File: config.mk
export PLATFORM = sky130hd
export DESIGN_NAME = sdpram_port_arbiter
export DESIGN_NICKNAME = d
export VERILOG_FILES = /design/src/rtl/sdpram_port_arbiter.sv
export SDC_FILE = /design/constraint.sdc
export NUM_CORES = 1
export LEC_CHECK = 0
export ABC_AREA = 1
export CAP_MARGIN = 20
export CORE_MARGIN = 2
export CORE_UTILIZATION = 38
export DETAILED_ROUTE_END_ITERATION = 10
export PLACE_DENSITY = 0.9
export SLEW_MARGIN = 10
export SYNTH_ARGS = -nofsm -noshare
export SYNTH_HDL_FRONTEND = slang
export SYNTH_SLANG_ARGS = --single-unit
export TNS_END_PERCENT = 20
File: constraint.sdc
create_clock -name clock -period 3.3 [get_ports clock]
set_input_delay 0.495 -clock clock [delete_from_list [all_inputs] [get_ports clock]]
set_output_delay 0.495 -clock clock [all_outputs]
set_load 0.05 [all_outputs]
File: src/rtl/sdpram_port_arbiter.sv
// Three-requester arbiter for one port of the shared video/system RAM: requester 0 has fixed priority, 1 and 2 alternate round-robin.
// Latency: request-to-ack 1 cycle, request-to-read-data 2 cycles; ack, rvalid and the RAM port are registered, rdata is ram_q passed through.
// Backpressure: a requester holds req/we/addr/wdata until ack; no requester is granted on two consecutive cycles.
module sdpram_port_arbiter #(
    parameter int widthad_a = 10,
    parameter int width_a   = 8
) (
    input  logic                     clock,
    input  logic                     reset,
    input  logic [2:0]               req,
    input  logic [2:0]               we,
    input  logic [3*widthad_a-1:0]   addr,
    input  logic [3*width_a-1:0]     wdata,
    output logic [2:0]               ack,
    output logic [2:0]               rvalid,
    output logic [width_a-1:0]       rdata,
    output logic                     ram_wren,
    output logic [widthad_a-1:0]     ram_address,
    output logic [width_a-1:0]       ram_data,
    input  logic [width_a-1:0]       ram_q
);

    typedef enum logic {
        RR_ONE = 1'b0,
        RR_TWO = 1'b1
    } rr_t;

    rr_t                   rr_q;
    rr_t                   rr_d;
    logic [2:0]            elig;
    logic                  gnt_vld;
    logic [1:0]            gnt_sel;
    logic [2:0]            gnt_oh;
    logic                  sel_we;
    logic [widthad_a-1:0]  sel_addr;
    logic [width_a-1:0]    sel_wdata;

    // The requester acked this cycle sits out, which is what makes every requester starvation-free.
    assign elig = req & ~ack;

    always_comb begin
        gnt_vld = 1'b0;
        gnt_sel = 2'd0;
        rr_d    = rr_q;
        if (elig[0]) begin
            gnt_vld = 1'b1;
            gnt_sel = 2'd0;
        end else if (elig[1] && elig[2]) begin
            gnt_vld = 1'b1;
            gnt_sel = (rr_q == RR_ONE) ? 2'd1 : 2'd2;
        end else if (elig[1]) begin
            gnt_vld = 1'b1;
            gnt_sel = 2'd1;
        end else if (elig[2]) begin
            gnt_vld = 1'b1;
            gnt_sel = 2'd2;
        end
        if (gnt_vld && gnt_sel == 2'd1) begin
            rr_d = RR_TWO;
        end else if (gnt_vld && gnt_sel == 2'd2) begin
            rr_d = RR_ONE;
        end
    end

    always_comb begin
        gnt_oh    = 3'b000;
        sel_we    = 1'b0;
        sel_addr  = '0;
        sel_wdata = '0;
        case (gnt_sel)
            2'd0: begin
                gnt_oh    = 3'b001;
                sel_we    = we[0];
                sel_addr  = addr[0*widthad_a +: widthad_a];
                sel_wdata = wdata[0*width_a +: width_a];
            end
            2'd1: begin
                gnt_oh    = 3'b010;
                sel_we    = we[1];
                sel_addr  = addr[1*widthad_a +: widthad_a];
                sel_wdata = wdata[1*width_a +: width_a];
            end
            2'd2: begin
                gnt_oh    = 3'b100;
                sel_we    = we[2];
                sel_addr  = addr[2*widthad_a +: widthad_a];
                sel_wdata = wdata[2*width_a +: width_a];
            end
            default: begin
                gnt_oh    = 3'b000;
            end
        endcase
    end

    always_ff @(posedge clock) begin
        if (reset) begin
            rr_q <= RR_ONE;
        end else begin
            rr_q <= rr_d;
        end
    end

    always_ff @(posedge clock) begin
        if (reset) begin
            ack         <= 3'b000;
            rvalid      <= 3'b000;
            ram_wren    <= 1'b0;
            ram_address <= '0;
            ram_data    <= '0;
        end else begin
            // The RAM registers q at the end of the ack cycle, so the read returns one cycle after ack.
            rvalid <= ack & ~{3{ram_wren}};
            if (gnt_vld) begin
                ack         <= gnt_oh;
                ram_wren    <= sel_we;
                ram_address <= sel_addr;
                ram_data    <= sel_wdata;
            end else begin
                ack      <= 3'b000;
                ram_wren <= 1'b0;
            end
        end
    end

    assign rdata = ram_q;

endmodule

======== Yosys cells after proc, flatten, opt, wreduce, memory -nomap -nowiden ========
Cells that the tools add are included.
storage, ports and cells
  bits in registers ....................... 26
  input bits .............................. 70
  output and inout port bits .............. 33
  logic and storage cells ................. 34
operators by class
  equal/unequal tests ..................... 2
  muxes and demuxes ....................... 15
  bitwise logic cells ..................... 5
  reductions and logical operators ........ 6
operators with widths
  kind                count
  $pmux 10 s3         1
  $pmux 8 s3          1
  $mux 2              5
  $pmux 3 s3          1
  $and 3x3->3         2
  $mux 1              6
  $not 3->3           2
  $logic_and 1x1->1   3
  $pmux 1 s3          1
  $eq 2x1->1 const B  1
  $eq 2x2->1 const B  1
  $logic_not 2->1     1
  $reduce_bool 2->1   1
  $reduce_or 2->1     1
  $not 1->1           1

======== Depth between registers and ports, before layout ========
  depth in word-level cells ............... 10
  depth in mapped cells ................... 9
  gate-level depth less buffers ........... 8

======== Worst setup path after synthesis ========
No wires, ideal clock.
  kind .................................... register to register
  from .................................... register ack[1]
  to ...................................... register ram_data[5]
  library setup time ...................... 0.118 ns
  arrival time ............................ 1.353 ns
  required time ........................... 3.182 ns
  slack ................................... 1.830 ns
  stages on the path, launching flop included .. 7
  buffers on the path ..................... 1
  clock period less this slack ............ 1.470 ns
  cells stage by stage .................... dfxtp_1 inv_1 nand2_2 nand3_4 buf_2 o21ai_0 nor2_1
between the ends
  cells in the longest elaborated chain, start to end .. 7
  elaborated cells between the ends (all ways) .. 13
  classes of those cells .................. eq/ne: 2; mux: 7; bitwise: 2; reduce/logical: 2
RTL lines
  what                                         RTL line  source
  from (decl)                                  14        output logic [2:0] ack,
  from (signal assigned)                       114       ack <= gnt_oh;
  $not 3->3 (*)                                39        assign elig = req & ~ack;
  $and 3x3->3 (*)                              39
  $mux 2 or $logic_and 1x1->1 (tied branches)  51, 48
  $mux 2                                       48        end else if (elig[1] && elig[2]) begin
  $mux 2                                       45        if (elig[0]) begin
  $eq 2x2->1 (tied with other cells)           70        case (gnt_sel)
  $pmux 8 s3                                   70
  to (signal assigned)                         117       ram_data <= sel_wdata;
  to (decl)                                    19        output logic [width_a-1:0] ram_data,
Every way passes the cells marked *; elsewhere a longest branch is shown, timed or not.
A chain may end at the register's enable or synchronous reset.

======== Final worst setup path ========
  from .................................... input port req[1]
  to ...................................... register ram_data[6]
between the ends
  cells in the longest elaborated chain, start to end .. 6
  elaborated cells between the ends (all ways) .. 12
  classes of those cells .................. eq/ne: 2; mux: 7; bitwise: 1; reduce/logical: 2
RTL lines
  what                                         RTL line  source
  from (decl)                                  10        input logic [2:0] req,
  $and 3x3->3 (*)                              39
  $mux 2 or $logic_and 1x1->1 (tied branches)  51, 48
  $mux 2                                       48
  $mux 2                                       45
  $eq 2x2->1 (tied with other cells)           70
  $pmux 8 s3                                   70
Marks and branches as above.

==> Implementation_results.wiki <==
{| class="wikitable"
! Metric !! Value
|-
| Type of element capturing the critical path || register
|-
| Number of buffers created by CTS || 3
|-
| Die width || 66.1 um
|-
| Non-Filler Cell Area, Final || 2300 sq um
|-
| Initial core utilization || 39.8%
|-
| Sequential share of the synthesized area || 35.5%
|-
| Proportion of layout cells with a drive suffix above 1 || 4.38%
|-
| Class of the worst hold path || register to register
|-
| Via-to-Cell Ratio || 5.03
|-
| Placed Area || 2260 sq um
|-
| Worst R2R Path Depth || 7
|-
| Gate Count Post-Synth || 230
|-
| Post-route total power || 0.000891 W
|-
| Unique masters post-synth || 17
|-
| Height of the die || 66.1 um
|-
| Initial antenna violation count || 0
|-
| Summed instance area of the synthesized netlist || 1470 sq um
|-
| Max-Cap Viols || 0
|-
| Area Overhead vs Synth || 56.8%
|-
| Row cnt || 22
|-
| Die outline area || 4370 sq um
|-
| Setup CP Type || input port to register
|-
| Insertion delay of the later-clocked pin in the worst-skew pair || 0.26 ns
|-
| H-tree levels || 1
|-
| Register-to-register setup slack || 1.47 ns
|-
| Number of instances resized during post-cts repair || 0
|-
| Layout Skew || 0.00453 ns
|-
| Most common library cell in the layout ignoring fill and taps || clkdlybuf4s50_1
|-
| Max-slew violation count || 0
|-
| Post-layout min period || 2.11 ns
|-
| HPWL Detailed || 3130 um
|-
| Depth of the worst hold-timing path || 2
|-
| Power per cell area || 387 nW/um^2
|-
| Maximum number of pins on one net before global-route repair || 38
|-
| Launch instance of the worst min-delay path || ack[2]$_SDFF_PP0_
|-
| Clock-pin transition on the worst setup and hold timing paths || 0.09 ns
|-
| I/O pin count || 103
|-
| Average wire per standard cell || 12.7 um
|-
| Source of the worst register-to-register timing path || ack[0]$_SDFF_PP0_
|-
| Via count of the first global-routing pass || 1,509
|-
| Overall global routing resource usage || 19.9%
|-
| Biggest fanout along the worst timing path || 21
|-
| Syn Nets || 300
|-
| Worst-Margin Slew || 0.737 ns
|-
| WP data arrival || 2.27 ns
|-
| TritonCTS sink count || 26
|-
| Number of DRC markers in iteration 0 || 145
|-
| Number of buffers added for setup after CTS || 0
|-
| NumNets Final || 369
|-
| Core Region || 3690 sq um
|-
| Final hold violations || 0
|-
| Commonest non-fill, non-tap cells in the layout || 86 x clkdlybuf4s50_1, 62 x nand2_1, 41 x nor2_1
|-
| Worst slew margin relative to its limit || 50.7%
|-
| Synth warnings || 0
|-
| Number of iterations in the first detailed-routing pass || 4
|-
| Hold worst-path end || rvalid[2]$_SDFF_PP0_
|-
| Diodes inserted || 0
|-
| Synthesized area per cell || 6.38 sq um
|-
| Final Setup Violations || 0
|-
| Final critical-path share of the clock period || 64.0%
|-
| Clock Path Buffers || 2
|-
| Number of buffer cells added on primary ports || 86
|-
| Residual DRC || 0
|-
| Drt total wl || 4380 um
|-
| Worst hold slack across all endpoints || 0.480 ns
|-
| Vias || 1,734
|-
| Cell taking the most area after synthesis || dfxtp_1
|-
| Unrepaired setup endpoints after global routing || false
|-
| Main area contributors after synthesis || dfxtp_1 35%, nand2_1 16%, nor2_1 10%, nand4_1 8.1%, nand3_1 7.5%
|-
| #FFs+latches synth || 26
|-
| Kind of launch point of the worst setup path || input port
|-
| CTS tree || yes
|-
| Final-layout setup total negative slack || 0 ns
|-
| Status || completed
|-
| Worst vdd rail ir drop || 0.161 mV
|-
| Wire length of the first global-routing pass || 6780 um
|-
| Hold_buf cts || 0
|-
| Maximum operating frequency || 473 MHz
|-
| Worst path required time || 3.46 ns
|-
| Area share of the largest cell type after synthesis || 35.5%
|-
| Remaining number of nets flagged by the antenna check after routing || 0
|-
| Leakage power total || 1.03 nW
|-
| Clock root buffer master || clkbuf_8
|-
| Weighted congestion at the end of routability-driven global placement || 0.806
|-
| Global route total overflow || 0
|-
| Reg-to-reg critical path endpoint || ram_data[6]$_SDFFE_PP0N_
|}
sequential cells by signal, indices dropped and copies added (netlist names):
| signal | flops |
|---|---|
| rvalid | 3 |
| rr_q | 1 |
| ack | 3 |
| ram_wren | 1 |
| ram_address | 10 |
| ram_data | 8 |
area by class of cell:
class | instances | area (sq um)
Multi-Input combinational cell | 171 | 768
Tap cell | 48 | 60.1
Fill cell | 347 | 1390
Clock buffer | 3 | 41.3
Inverter | 9 | 33.8
Sequential cell | 26 | 520
Timing Repair Buffer | 88 | 876
critical path: stages:
cell             delay, ns
clkdlybuf4s50_1       0.49
inv_1                 0.05
nor2_2                0.07
buf_4                 0.25
nand2_1               0.46
nand3_1               0.23
nand2_1               0.06
nor2_1                0.11
nor2_1                0.05
synthesized netlist by cell type:
master	number
dfxtp_1	26
nand3_4	1
nand2_2	3
o21ai_1	7
nor2_2	1
nand2_1	62
nand4_1	19
nor3_1	3
inv_1	6
inv_2	3
buf_2	13
buf_4	10
nand3_1	22
a21oi_1	1
clkbuf_1	1
o21ai_0	11
nor2_1	41
cell families after synthesis:
kind of cell           synth area share [%]
AND/OR/NAND/NOR                        45.9
flip-flops                             35.5
AO/OA/AOI/OAI                          6.48
buffers and inverters                  12.1
where the power goes:
group / leakage (nW) / switching [W] / internal [W]
Clock: 0.0216 / 0.0000951 / 0.0000816
Sequential: 0.215 / 0.0000154 / 0.000342
Combinational: 0.795 / 0.000208 / 0.000149
stage by stage:
| step | util (%) | setup slack, ns | instances |
|---|---|---|---|
| after detailed placement | 61.2 | 0.937 | 342 |
| after CTS | 62.3 | 1.23 | 345 |
| final | 62.3 | 1.19 | 345 |
| after global routing | 62.3 | 1.03 | 345 |
| after global placement | 61.2 | 0.987 | 342 |
| after floorplan | - | 1.83 | 230 |
layer usage:
layer	wire [um]	GRT usage (%)	vias up
met5	0	0	-
met4	15	4.08	0
met3	413	3.92	2
met2	2100	35.3	85
met1	1850	24.8	768
li1	-	-	879
worst max-delay path by stage:
stage / startpoint / end / slack (ns) / cells after the start
after floorplan: ack[1]$_SDFF_PP0_ / ram_data[5]$_SDFFE_PP0N_ / 1.83 / 6
after global placement: req[1] / ram_data[5]$_SDFFE_PP0N_ / 0.99 / 9
after detailed placement: req[0] / ram_data[6]$_SDFFE_PP0N_ / 0.94 / 7
after CTS: req[0] / ram_data[6]$_SDFFE_PP0N_ / 1.23 / 7
after global routing: req[1] / ram_data[5]$_SDFFE_PP0N_ / 1.03 / 9
final: req[1] / ram_data[6]$_SDFFE_PP0N_ / 1.19 / 9
(Power assumes the default switching activity.)
